[src/rtl/control_pkg.sv]
// Shared encodings for the control-step decoder: opcodes, ALU/writeback selects, FSM states, step numbers.
package control_pkg;

  localparam logic [2:0] STEP_FETCH  = 3'd1;
  localparam logic [2:0] STEP_DECODE = 3'd2;
  localparam logic [2:0] STEP_EXEC   = 3'd3;
  localparam logic [2:0] STEP_MEM    = 3'd4;
  localparam logic [2:0] STEP_WB     = 3'd5;

  localparam logic [31:0] OP_ADD    = 32'd1;
  localparam logic [31:0] OP_SUB    = 32'd2;
  localparam logic [31:0] OP_AND    = 32'd3;
  localparam logic [31:0] OP_OR     = 32'd4;
  localparam logic [31:0] OP_LOAD   = 32'd5;
  localparam logic [31:0] OP_STORE  = 32'd6;
  localparam logic [31:0] OP_ADDI   = 32'd7;
  localparam logic [31:0] OP_BRANCH = 32'd8;

  localparam logic [2:0] ALU_PASS = 3'd0;
  localparam logic [2:0] ALU_ADD  = 3'd1;
  localparam logic [2:0] ALU_SUB  = 3'd2;
  localparam logic [2:0] ALU_AND  = 3'd3;
  localparam logic [2:0] ALU_OR   = 3'd4;

  localparam logic [1:0] YSEL_ALU = 2'd0;
  localparam logic [1:0] YSEL_MEM = 2'd1;
  localparam logic [1:0] YSEL_RET = 2'd2;

  typedef enum logic [1:0] {ST_IDLE, ST_RUN, ST_MEMWAIT, ST_FAULT} state_e;

  typedef enum logic [2:0] {
    CLS_NOP, CLS_ALU, CLS_LOAD, CLS_STORE, CLS_ADDI, CLS_BRANCH
  } op_class_e;

  function automatic op_class_e op_class(input logic [31:0] op);
    case (op)
      OP_ADD, OP_SUB, OP_AND, OP_OR: op_class = CLS_ALU;
      OP_LOAD:   op_class = CLS_LOAD;
      OP_STORE:  op_class = CLS_STORE;
      OP_ADDI:   op_class = CLS_ADDI;
      OP_BRANCH: op_class = CLS_BRANCH;
      default:   op_class = CLS_NOP;
    endcase
  endfunction

  function automatic logic [2:0] alu_of(input logic [31:0] op);
    case (op)
      OP_ADD:  alu_of = ALU_ADD;
      OP_SUB:  alu_of = ALU_SUB;
      OP_AND:  alu_of = ALU_AND;
      OP_OR:   alu_of = ALU_OR;
      default: alu_of = ALU_PASS;
    endcase
  endfunction

endpackage

[src/rtl/step_seq_checker.sv]
// Tracks the previous step count and flags any transition the clock counter should never make.
module step_seq_checker
  import control_pkg::*;
(
  input  logic       Clock,
  input  logic       Resetn,
  input  logic [2:0] count,
  input  logic       hold,
  output logic [2:0] prev_count,
  output logic       illegal
);

  logic prev_hold;
  logic legal;

  always_ff @(posedge Clock or negedge Resetn) begin
    if (!Resetn) begin
      prev_count <= 3'd0;
      prev_hold  <= 1'b0;
    end else begin
      prev_count <= count;
      prev_hold  <= hold;
    end
  end

  // A repeated step is only legal if we asked the counter to stall on the previous cycle.
  always_comb begin
    legal = 1'b0;
    case (prev_count)
      3'd0:                  legal = (count == 3'd0) || (count == STEP_FETCH);
      3'd1, 3'd2, 3'd3, 3'd4: legal = (count == prev_count + 3'd1) ||
                                      ((count == prev_count) && prev_hold);
      3'd5:                  legal = (count == STEP_FETCH) ||
                                     ((count == STEP_WB) && prev_hold);
      default:               legal = 1'b0;
    endcase
  end

  // Masked during reset so the flag cannot flash while the counter input is undefined.
  assign illegal = Resetn && !legal;

endmodule

[src/rtl/step_control_decoder.sv]
// Decodes the 1..5 control step and latched opcode into datapath controls, stalls the
// counter on memory accesses until MFC, and latches a fault on an illegal step sequence.
module step_control_decoder
  import control_pkg::*;
#(
  parameter int OPW = 4
) (
  input  logic           Clock,
  input  logic           Resetn,
  input  logic [2:0]     ClockCount,
  input  logic [OPW-1:0] Opcode,
  input  logic           MFC,
  output logic           Hold,
  output logic           PCEnable,
  output logic           PCSel,
  output logic           IREnable,
  output logic           MemRead,
  output logic           MemWrite,
  output logic           RFWrite,
  output logic [2:0]     ALUOp,
  output logic [1:0]     YSel,
  output logic           SeqError
);

  state_e         state, state_nxt;
  logic [OPW-1:0] opcode_q;
  logic [2:0]     prev_count;
  logic           illegal;
  op_class_e      cls;
  logic [2:0]     alu_code;
  logic           active;
  logic           mem_req;

  step_seq_checker u_chk (
    .Clock      (Clock),
    .Resetn     (Resetn),
    .count      (ClockCount),
    .hold       (Hold),
    .prev_count (prev_count),
    .illegal    (illegal)
  );

  always_ff @(posedge Clock or negedge Resetn) begin
    if (!Resetn) state <= ST_IDLE;
    else         state <= state_nxt;
  end

  // Capture only on entry to step 2 so a stall there cannot pick up a changed IR.
  always_ff @(posedge Clock or negedge Resetn) begin
    if (!Resetn)
      opcode_q <= '0;
    else if (state != ST_FAULT && ClockCount == STEP_DECODE && prev_count != STEP_DECODE)
      opcode_q <= Opcode;
  end

  assign cls      = op_class(32'(opcode_q));
  assign alu_code = alu_of(32'(opcode_q));
  assign active   = (state == ST_RUN) || (state == ST_MEMWAIT);

  always_comb begin
    state_nxt = state;
    mem_req   = 1'b0;
    Hold      = 1'b0;
    PCEnable  = 1'b0;
    PCSel     = 1'b0;
    IREnable  = 1'b0;
    MemRead   = 1'b0;
    MemWrite  = 1'b0;
    RFWrite   = 1'b0;
    ALUOp     = ALU_PASS;
    YSel      = YSEL_ALU;

    if (active) begin
      case (ClockCount)
        STEP_FETCH: begin
          mem_req = 1'b1;
          MemRead = 1'b1;
          if (MFC) begin
            IREnable = 1'b1;
            PCEnable = 1'b1;
          end
        end
        STEP_EXEC: begin
          case (cls)
            CLS_ALU:                      ALUOp = alu_code;
            CLS_ADDI, CLS_LOAD, CLS_STORE: ALUOp = ALU_ADD;
            CLS_BRANCH: begin
              PCEnable = 1'b1;
              PCSel    = 1'b1;
            end
            default: ;
          endcase
        end
        STEP_MEM: begin
          if (cls == CLS_LOAD) begin
            mem_req = 1'b1;
            MemRead = 1'b1;
          end else if (cls == CLS_STORE) begin
            mem_req  = 1'b1;
            MemWrite = 1'b1;
          end
        end
        STEP_WB: begin
          case (cls)
            CLS_ALU, CLS_ADDI: RFWrite = 1'b1;
            CLS_LOAD: begin
              RFWrite = 1'b1;
              YSel    = YSEL_MEM;
            end
            CLS_BRANCH: begin
              RFWrite = 1'b1;
              YSel    = YSEL_RET;
            end
            default: ;
          endcase
        end
        default: ;
      endcase
    end

    // The request cycle itself stalls too, which is what makes an access last k+1 cycles.
    Hold = mem_req && !MFC;

    case (state)
      ST_IDLE:    if (ClockCount == STEP_FETCH) state_nxt = ST_RUN;
      ST_RUN:     if (mem_req && !MFC) state_nxt = ST_MEMWAIT;
      ST_MEMWAIT: if (mem_req && MFC) state_nxt = ST_RUN;
      default:    state_nxt = ST_FAULT;
    endcase

    if (illegal) begin
      state_nxt = ST_FAULT;
      Hold      = 1'b0;
      PCEnable  = 1'b0;
      PCSel     = 1'b0;
      IREnable  = 1'b0;
      MemRead   = 1'b0;
      MemWrite  = 1'b0;
      RFWrite   = 1'b0;
      ALUOp     = ALU_PASS;
      YSel      = YSEL_ALU;
    end
  end

  assign SeqError = (state == ST_FAULT) || illegal;

endmodule

[config.mk]
export PLATFORM = sky130hd
export DESIGN_NAME = step_control_decoder
export DESIGN_NICKNAME = d
export VERILOG_FILES = /design/src/rtl/control_pkg.sv /design/src/rtl/step_seq_checker.sv /design/src/rtl/step_control_decoder.sv
export SDC_FILE = /design/constraint.sdc
export NUM_CORES = 1
export LEC_CHECK = 0
export BUFFER_PORTS_ARGS = -buffer_cell sky130_fd_sc_hd__buf_4
export CAP_MARGIN = 20
export CORE_MARGIN = 2
export CORE_UTILIZATION = 55
export DETAILED_ROUTE_END_ITERATION = 7
export GPL_ROUTABILITY_DRIVEN = 0
export PLACE_DENSITY = 0.81
export SLEW_MARGIN = 40
export SYNTH_ARGS = -nofsm -noshare
export SYNTH_HDL_FRONTEND = slang
export SYNTH_SLANG_ARGS = --single-unit
[constraint.sdc]
create_clock -name Clock -period 5.6 [get_ports Clock]
set_input_delay 1.12 -clock Clock [delete_from_list [all_inputs] [get_ports Clock]]
set_output_delay 1.12 -clock Clock [all_outputs]
set_load 0.01 [all_outputs]
==> results.yml, run 1 <==
worst_setup_path:
  crit_top_cell: "buf_4"
  critPathSlowestCell: "nor4_1"
  crit_path_max_fanout: 15
  path_buf_inv: 2
  crit_required_ns: 4.48
  rr_worst_depth: 7
  worst-r2r-setup-slack_ns: 3.19
  crit_path_end_kind: "output port"
  worstPathCellList: "buf_4 -> xnor2_2 -> xnor2_1 -> nor4_1 -> nor3_4 -> a2111oi_1 -> buf_4"
  path_class: "in -> out"
  cpPeakStageDelay_ns: 0.48
  crit_family: "simple AND/OR/NAND/NOR gates"
  reg2reg_from: "opcode_q[0]$_DFFE_PN0P_"
  cp.arrival_ns: 2.84
  r2r_end: "state[1]$_DFFE_PN0P_"
  start_kind: "primary input"
synthesis:
  synthCells: 115
  synthFlopType: "dfrtp_1"
  synth_cell_types: 43
  synth_most_common_cell: "ha_1"
  synth_warnings: 0
  synth_top_area_cell: "dfrtp_1"
  synth_fp_nets: 138
  synthTopCellsByCount: "13 x ha_1, 11 x nor2_1, 10 x dfrtp_1, 10 x nor3_1, 9 x inv_1"
  synth_area_leaders: "dfrtp_1 24%, ha_1 16%, nor3_1 4.8%"
  netlist_area_sq_um: 1040
  async_reset_ff_share_pct: 100
  ys_seq_area_share_pct: 24.1
  synth_edf_count: 0
  yosysTopAreaCellShare_pct: 24.1
  synth.avg_cell_area_sq_um: 9.04
  ys_ff_latch: 10
sta:
  finalHoldViolCount: 0
  fin_ws_ns: 1.64
  fmax_ghz: 0.253
  finalSetupTns_ns: 0
  drv_slew: 0
  rsz0062_at_grt: "no"
  fin_crit_ns: 3.96
  fin_skew_ns: 0.00353
  worstMarginPinSlew_ns: 0.583
  max-slew-margin-rel_pct: 60.7
  finalSetupViolations: 0
  min_period_over_period_pct: 70.7
  whs_ns: 0.566
hold_path:
  min_from: "opcode_q[1]$_DFFE_PN0P_"
  hold_depth: 1
  hold_path_class: "reg -> reg"
  whs_endpoint: "opcode_q[1]$_DFFE_PN0P_"
grt:
  grt_max_degree: 17
  grt_pass1_wl_um: 3680
  grt_pass1_vias: 828
  grt_overflow: 0
  antenna_found_initial: 0
  grtUsageTotal_pct: 23.7
power:
  vdd_ir_drop_max_v: 0.000268
  leakage_nw: 0.553
  p_per_area_nw_per_um2: 366
placed_design:
  dp.cells: 157
  place_ws_ns: 1.73
  port_buffers: 22
  dp_hpwl_um: 1780
floorplan:
  dieHeight_um: 47.5
  rows: 15
  die_x_um: 47.5
  initial_core_util_pct: 59.6
  die_area_sq_um: 2250
  core_area_sq_um: 1750
  io_pins: 23
route:
  firstDrtPassIters: 4
  avgViaCountPerCell: 5.81
  finalWirelength_um: 2340
  ant_nets: 0
  wire_per_inst_um: 14.6
  detailroute.via_count: 936
  drc: 0
  drtIter0Drc: 30
clock_network:
  cts_resized: 0
  htree_levels: 1
  clk_pin_slew_worst_paths_ns: 0.06
  post-cts-setup-buffers: 0
  cts_root_buffer: "clkbuf_4"
  clockBufferDepth: 2
  hold_buffers: 0
  numCtsBuffers: 3
  clock_latency_ns: 0.27
  cts_tree: "built"
  clock-sinks: 10
final_layout:
  area_growth_pct: 20.1
  stdcell_count: 161
  finalNetCount: 160
  drive_gt1_share_pct: 30.1
  num-fill-cells: 145
  diodes: 0
outcome:
  status: "completed"
run:
  cap_violations: 0
==> stage by stage <==
stage	utilization [%]	total power, mW	instance area, sq um
final	71.5	0.457	1250
after global routing	71.5	0.497	1250
after CTS	71.2	0.457	1240
after detailed placement	69.1	0.390	1210
after global placement	69.1	0.378	1210
after floorplan	-	0.334	1040
==> how the worst max path moves through the flow <==
| stage | startpoint | end | slack [ns] | depth (start not counted) |
|---|---|---|---|---|
| finish | ClockCount[2] | PCEnable | 1.64 | 7 |
| global route | ClockCount[2] | PCEnable | 1.46 | 7 |
| CTS | ClockCount[2] | PCEnable | 1.70 | 7 |
| detailed placement | ClockCount[2] | MemWrite | 1.73 | 7 |
| global placement | ClockCount[2] | MemWrite | 1.80 | 7 |
| floorplan | ClockCount[2] | PCEnable | 2.05 | 6 |
==> layout by cell type, fill, tap and decap left out, types with 2 or more instances in the layout <==
cell / count
dfrtp_1: 10
a211o_2: 2
xor2_1: 2
inv_1: 9
nor3_1: 10
nand4b_1: 2
nor2_1: 11
or2_2: 2
or4_2: 2
clkbuf_4: 3
mux2_2: 4
nor4b_1: 2
nand2_1: 3
nor4_1: 2
a21oi_1: 3
xnor2_1: 4
buf_4: 22
o21ai_0: 4
ha_1: 13
nand2b_1: 3
==> where the power goes <==
group / internal, mW / switching (mW) / total [mW] / leakage [nW]
registers: 0.0927 / 0.0372 / 0.130 / 0.117
logic: 0.129 / 0.132 / 0.261 / 0.415
clock network: 0.0395 / 0.0258 / 0.0653 / 0.0210
total: 0.261 / 0.195 / 0.457 / 0.553
==> cell families (layout without fill, tap and decap cells) <==
logic type                 count (synthesis)  in the layout  share of synthesized area, %
DFF                                       10             10                          24.1
muxes                                      5              5                          5.29
buffers and inverters                     14             35                          6.14
AOI/OAI and AO/OA                         18             18                          12.9
xor gates and xnor gates                   7              7                          6.62
adders and majority gates                 13             13                          15.6
and+or+nand+nor                           48             48                          29.4
==> worst register-to-register path, stage by stage, from the launching register on <==
cell       delay (ns)
dfrtp_1          0.49
inv_1            0.12
ha_1             0.42
nand4bb_4        0.16
o41a_1           0.50
a21oi_2          0.20
nor2_1           0.05
or3_1            0.35
==> sequential cells by signal, indices dropped and copies added (netlist names) <==
| signal | flops |
|---|---|
| opcode_q | 4 |
| u_chk.prev_hold | 1 |
| u_chk.prev_count | 3 |
| state | 2 |
==> metal layers <==
layer	wire length (um)	part of all wire [%]	vias to the layer above	track usage (%)
li1	-	-	453	-
met4	39	1.7	0	10.6
met5	0	0	-	0
met1	1030	44	442	31.4
met2	1140	49	35	38.6
met3	134	5.7	6	3.02
==> cell type report <==
type / instances / area, sq um / share of cell area, %
clock buffer: 4 / 36.3 / 2.91
inverter: 9 / 33.8 / 2.71
tap: 25 / 31.3 / 2.51
sequential: 10 / 250 / 20.0
timing repair buffer: 22 / 165 / 13.2
multi-input combinational: 91 / 732 / 58.6
Power figures use the tool's default switching activity.
==> run 2: changes to the inputs <==
--- a/config.mk
+++ b/config.mk
@@ -8,10 +8,10 @@
 export BUFFER_PORTS_ARGS = -buffer_cell sky130_fd_sc_hd__buf_4
 export CAP_MARGIN = 20
 export CORE_MARGIN = 2
-export CORE_UTILIZATION = 55
+export CORE_UTILIZATION = 53
 export DETAILED_ROUTE_END_ITERATION = 7
 export GPL_ROUTABILITY_DRIVEN = 0
-export PLACE_DENSITY = 0.81
+export PLACE_DENSITY = 0.78
 export SLEW_MARGIN = 40
 export SYNTH_ARGS = -nofsm -noshare
 export SYNTH_HDL_FRONTEND = slang
==> constraint.sdc (replaced) <==
create_clock -name Clock -period 4.14 [get_ports Clock]
set_input_delay 0.828 -clock Clock [delete_from_list [all_inputs] [get_ports Clock]]
set_output_delay 0.828 -clock Clock [all_outputs]
set_load 0.01 [all_outputs]
==> run 2 against run 1 <==
Compared with the run above: via count down 3.5%; first-iteration DRC count down 53%; flip-flop and latch count unchanged; die area up 3.4%; critical path type is now reg -> out; critical endpoint is now MemWrite; highest routed layer unchanged.
==> results.yml, run 2 (synthesis results as in run 1) <==
worst_setup_path:
  path_class: "reg -> out"
  crit_path_max_fanout: 15
  cp.arrival_ns: 2.58
  start_kind: "flip-flop"
  reg2reg_from: "opcode_q[0]$_DFFE_PN0P_"
  r2r_end: "state[1]$_DFFE_PN0P_"
  crit_path_end_kind: "output port"
  crit_required_ns: 3.31
  rr_worst_depth: 7
  worst-r2r-setup-slack_ns: 1.76
placed_design:
  dp_hpwl_um: 1680
  port_buffers: 22
  post_dp_cell_area_sq_um: 1210
power:
  p_sw_mw: 0.258
  vdd_ir_drop_max_v: 0.000363
  seqPwrFrac_pct: 28.5
  cellInternalPower_mw: 0.353
  power.share.combinational_pct: 57.2
  p_per_area_nw_per_um2: 491
  p_total_mw: 0.611
  clkPwrFrac_pct: 14.3
  leakage_nw: 0.551
  sw_frac_of_total_pct: 42.2
clock_network:
  clockBufferDepth: 2
  clk_pin_slew_worst_paths_ns: 0.07
  cts_tree: "built"
  clock_latency_ns: 0.27
  htree_levels: 1
  hold_buffers: 0
  numCtsBuffers: 3
  clock-sinks: 10
  cts_root_buffer: "clkbuf_4"
  post-cts-setup-buffers: 0
  cts_resized: 0
final_layout:
  reg_top3: "opcode_q x4, u_chk.prev_count x3, state x2"
  area.sequential_sq_um: 250
  largest-register: "opcode_q"
  postLayoutCellArea_sq_um: 1240
  mostFrequentLayoutCells: "22 x buf_4, 13 x ha_1, 11 x nor2_1, 10 x nor3_1, 10 x dfrtp_1"
  multiInputGateArea_sq_um: 726
  final_common_cell: "buf_4"
  utilization_pct: 65.5
  largest_register_ffs: 4
  num-fill-cells: 168
  finalNetCount: 160
  diodes: 0
  area_growth_pct: 19.7
  drive_gt1_share_pct: 30.1
sta:
  rsz0062_at_grt: "no"
  whs_ns: 0.377
  finalSetupTns_ns: 0
  fin_skew_ns: 0.00216
  fmax_ghz: 0.293
  finalHoldViolCount: 0
  finalSetupViolations: 0
  worstMarginPinSlew_ns: 0.815
  fin_crit_ns: 3.41
  min_period_over_period_pct: 82.3
  drv_slew: 0
  max-slew-margin-rel_pct: 45.4
route:
  finalWirelength_um: 2100
  avgViaCountPerCell: 5.54
  detailroute.via_count: 903
  firstDrtPassIters: 4
  ant_nets: 0
  drc: 0
  wire_per_inst_um: 12.9
  drtIter0Drc: 14
floorplan:
  core_area_sq_um: 1900
  dieHeight_um: 48.3
  initial_core_util_pct: 54.7
  die_x_um: 48.3
  io_pins: 23
  die_area_sq_um: 2330
  rows: 16
grt:
  grt_overflow: 0
  grtUsageTotal_pct: 19.1
  grt_pass1_vias: 749
  antenna_found_initial: 0
  grt_pass1_wl_um: 3110
  grt_max_degree: 17
outcome:
  status: "completed"
hold_path:
  hold_path_class: "in -> async"
run:
  cap_violations: 0
[run 2: cell types whose count changed in the layout (fill, tap and decap cells not counted)]
cell    delta
nor3_2     +1
nor3_4     -1
[run 2: how the worst max path moves through the flow]
| stage | startpoint | endpoint | slack (ns) | depth (start not counted) |
|---|---|---|---|---|
| after floorplan | ClockCount[2] | PCEnable | 1.17 | 6 |
| after global placement | ClockCount[2] | PCEnable | 0.95 | 7 |
| after CTS | u_chk.prev_count[0]$_DFF_PN0_ | Hold | 0.69 | 7 |
| after detailed placement | ClockCount[2] | Hold | 0.85 | 7 |
| after global routing | u_chk.prev_count[0]$_DFF_PN0_ | Hold | 0.56 | 7 |
| final | u_chk.prev_count[0]$_DFF_PN0_ | MemWrite | 0.73 | 7 |
[run 2: power by group through the flow]
| stage | Clock (mW) | Sequential, mW | Combinational [mW] |
|---|---|---|---|
| 2_1_floorplan | 0 | 0.156 | 0.296 |
| 3_3_place_gp | 0 | 0.173 | 0.338 |
| 3_5_place_dp | 0 | 0.176 | 0.351 |
| 4_1_cts | 0.0914 | 0.174 | 0.352 |
| 5_1_grt | 0.0944 | 0.181 | 0.390 |
| 6_report | 0.0873 | 0.174 | 0.349 |
[run 2: worst max-delay path, stage by stage, from the launching register on]
cell and delay [ns]:
dfrtp_1 0.41, inv_1 0.09, ha_1 0.21, o41ai_1 0.43, nor2_1 0.11, nor3_2 0.70, nor3_1 0.16, buf_4 0.19
[run 2: layout make-up]
class / instances / share of cell area [%]
clock buffers: 4 / 2.91
repair buffers: 22 / 13.3
inverters: 9 / 2.71
multi-input cells: 91 / 58.3
flip-flops and latches: 10 / 20.1
well taps: 27 / 2.71
[run 2: through the flow]
| stage | std cells | setup slack (ns) |
|---|---|---|
| 2_1_floorplan | 115 | 1.17 |
| 3_3_place_gp | 159 | 0.950 |
| 3_5_place_dp | 159 | 0.854 |
| 4_1_cts | 163 | 0.692 |
| 5_1_grt | 163 | 0.556 |
| 6_report | 163 | 0.731 |
[run 2: per-layer routing]
metal  GRT usage [%]  part of all wire, %  vias to the layer above
met2            32.9                   49                       22
met1            24.5                   47                      420
met4            8.11                 0.86                        0
li1                -                    -                      459
met5               0                    0                        -
met3            1.11                  3.9                        2
==> run 3: changes to the inputs <==
--- a/config.mk
+++ b/config.mk
@@ -5,6 +5,7 @@
 export SDC_FILE = /design/constraint.sdc
 export NUM_CORES = 1
 export LEC_CHECK = 0
+export ABC_AREA = 1
 export BUFFER_PORTS_ARGS = -buffer_cell sky130_fd_sc_hd__buf_4
 export CAP_MARGIN = 20
 export CORE_MARGIN = 2
==> constraint.sdc (replaced) <==
create_clock -name Clock -period 3.2 [get_ports Clock]
set_input_delay 0.64 -clock Clock [delete_from_list [all_inputs] [get_ports Clock]]
set_output_delay 0.64 -clock Clock [all_outputs]
set_load 0.01 [all_outputs]
==> run 3 against run 2 <==
Compared with the run above: synthesized area grew 1.4%; cell count increased by 26%; utilization rose by 0.95 points; critical path type unchanged.
==> results.yml, run 3 <==
worst_setup_path:
  crit_required_ns: 2.56
  cpPeakStageDelay_ns: 0.41
  cp.arrival_ns: 2.03
  r2r_end: "state[0]$_DFFE_PN0P_"
  worst-r2r-setup-slack_ns: 1.45
  crit_path_max_fanout: 7
  critPathSlowestCell: "dfrtp_1"
  path_buf_inv: 3
  worstPathCellList: "inv_1 -> ha_1 -> xor2_1 -> nor2_1 -> nand2_1 -> nand2_1 -> nand2_2 -> nand2_4 -> nand2_4 -> clkinv_2 -> nand2_2 -> nor2_2 -> buf_4"
  rr_worst_depth: 12
  crit_family: "simple AND/OR/NAND/NOR gates"
  crit_path_end_kind: "output port"
  start_kind: "flip-flop"
  reg2reg_from: "opcode_q[0]$_DFFE_PN0P_"
  path_class: "reg -> out"
run:
  cap_violations: 0
grt:
  grt_max_degree: 12
  antenna_found_initial: 0
  grtUsageTotal_pct: 20.9
  grt_overflow: 0
  grt_pass1_wl_um: 3940
  grt_pass1_vias: 1011
final_layout:
  drive_gt1_share_pct: 28.5
  largest-register: "opcode_q"
  diodes: 0
  area_growth_pct: 21.0
  num-fill-cells: 175
  finalNetCount: 204
  largest_register_ffs: 4
  reg_top3: "opcode_q x4, u_chk.prev_count x3, state x2"
  final_common_cell: "nand2_1"
  mostFrequentLayoutCells: "30 x nand2_1, 29 x nor2_1, 22 x buf_4, 17 x inv_1, 13 x ha_1"
  utilization_pct: 66.4
floorplan:
  die_x_um: 48.6
  rows: 16
  die_area_sq_um: 2360
  dieHeight_um: 48.6
  initial_core_util_pct: 54.9
  io_pins: 23
  core_area_sq_um: 1920
route:
  ant_nets: 0
  avgViaCountPerCell: 5.08
  drtIter0Drc: 29
  detailroute.via_count: 1047
  drc: 0
  firstDrtPassIters: 4
  wire_per_inst_um: 11.4
  finalWirelength_um: 2350
synthesis:
  synth_cell_types: 26
  async_reset_ff_share_pct: 100
  synth_edf_count: 0
  synth_area_leaders: "dfrtp_1 24%, ha_1 15%, nand2_1 11%"
  synthCells: 154
  synthTopCellsByCount: "30 x nand2_1, 29 x nor2_1, 17 x inv_1"
  synth_top_area_cell: "dfrtp_1"
  synthFlopType: "dfrtp_1"
  ys_seq_area_share_pct: 23.7
  netlist_area_sq_um: 1050
  synth_warnings: 0
  synth_most_common_cell: "nand2_1"
  ys_ff_latch: 10
  synth_fp_nets: 177
  yosysTopAreaCellShare_pct: 23.7
  synth.avg_cell_area_sq_um: 6.85
clock_network:
  clk_pin_slew_worst_paths_ns: 0.06
  htree_levels: 1
  cts_resized: 0
  post-cts-setup-buffers: 0
  cts_tree: "built"
  clockBufferDepth: 2
  clock-sinks: 10
  clock_latency_ns: 0.25
  hold_buffers: 0
  numCtsBuffers: 3
  cts_root_buffer: "clkbuf_4"
placed_design:
  port_buffers: 22
  dp_hpwl_um: 1970
  place_ws_ns: 0.694
sta:
  fin_crit_ns: 2.67
  finalSetupTns_ns: 0
  min_period_over_period_pct: 83.4
  rsz0062_at_grt: "no"
  finalSetupViolations: 0
  worstMarginPinSlew_ns: 0.287
  fmax_ghz: 0.375
  drv_slew: 0
  finalHoldViolCount: 0
  fin_skew_ns: 0.00133
  max-slew-margin-rel_pct: 80.8
  fin_ws_ns: 0.531
power:
  power.share.combinational_pct: 17.6
  sw_frac_of_total_pct: 25.7
  clkPwrFrac_pct: 31.0
  leakage_nw: 0.697
  p_per_area_nw_per_um2: 199
  vdd_ir_drop_max_v: 0.000338
  cellInternalPower_mw: 0.189
  seqPwrFrac_pct: 51.4
  p_sw_mw: 0.0654
outcome:
  status: "completed"
hold_path:
  hold_path_class: "in -> async"
[run 3: cell count changes after synthesis, moves of 4 or more]
cell,previous run,this run
inv_2,0,5
nor2_1,11,29
inv_1,9,17
nand2_1,3,30
nor3_1,10,2
mux2_2,4,0
nand3_1,1,11
nand2_2,0,9
[run 3: through the flow]
step | hold slack (ns) | cell area [sq um] | power [mW] | instances
finish | 0.202 | 1280 | 0.254 | 206
global route | 0.196 | 1280 | 0.271 | 206
CTS | 0.204 | 1280 | 0.254 | 206
detailed placement | 0.475 | 1250 | 0.177 | 203
global placement | 0.475 | 1250 | 0.175 | 203
floorplan | 0.344 | 1050 | 0.157 | 154
[run 3: layout make-up]
| type | instances | area (sq um) | share of cell area, % |
|---|---|---|---|
| clock buffers | 3 | 22.5 | 1.76 |
| multi-input cells | 121 | 717 | 56.2 |
| inverters | 23 | 87.6 | 6.86 |
| well taps | 27 | 33.8 | 2.65 |
| repair buffers | 22 | 165 | 12.9 |
| flip-flops and latches | 10 | 250 | 19.6 |
[run 3: cell families after synthesis]
logic type / synth area share [%]
simple gates: 43.9
buf+inv: 8.30
flops: 23.7
fa+ha+maj: 15.4
xor+xnor: 1.66
compound gates: 7.00
[run 3: layer usage]
metal	global-route usage [%]	part of all wire (%)	wire length (um)	vias to the layer above
li1	-	-	-	535
met1	21.7	41	959	474
met2	41.3	54	1260	36
met3	5.25	4.9	116	2
met4	4.29	0.60	14	0
met5	0	0	0	-
[run 3: worst max path at each step]
stage	start	to	slack, ns	depth (start not counted)
6_report	u_chk.prev_count[0]$_DFF_PN0_	ALUOp[0]	0.53	13
5_1_grt	opcode_q[0]$_DFFE_PN0P_	MemRead	0.38	11
4_1_cts	u_chk.prev_count[0]$_DFF_PN0_	ALUOp[0]	0.55	13
3_5_place_dp	ClockCount[2]	ALUOp[0]	0.69	15
3_3_place_gp	ClockCount[2]	SeqError	0.77	13
2_1_floorplan	ClockCount[2]	ALUOp[1]	1.02	13
[run 3: power by group through the flow]
stage / Combinational (mW) / Sequential (mW) / Clock [mW]
6_report: 0.0447 / 0.131 / 0.0789
5_1_grt: 0.0496 / 0.131 / 0.0902
4_1_cts: 0.0440 / 0.131 / 0.0797
3_5_place_dp: 0.0439 / 0.133 / 0
3_3_place_gp: 0.0422 / 0.133 / 0
2_1_floorplan: 0.0250 / 0.132 / 0
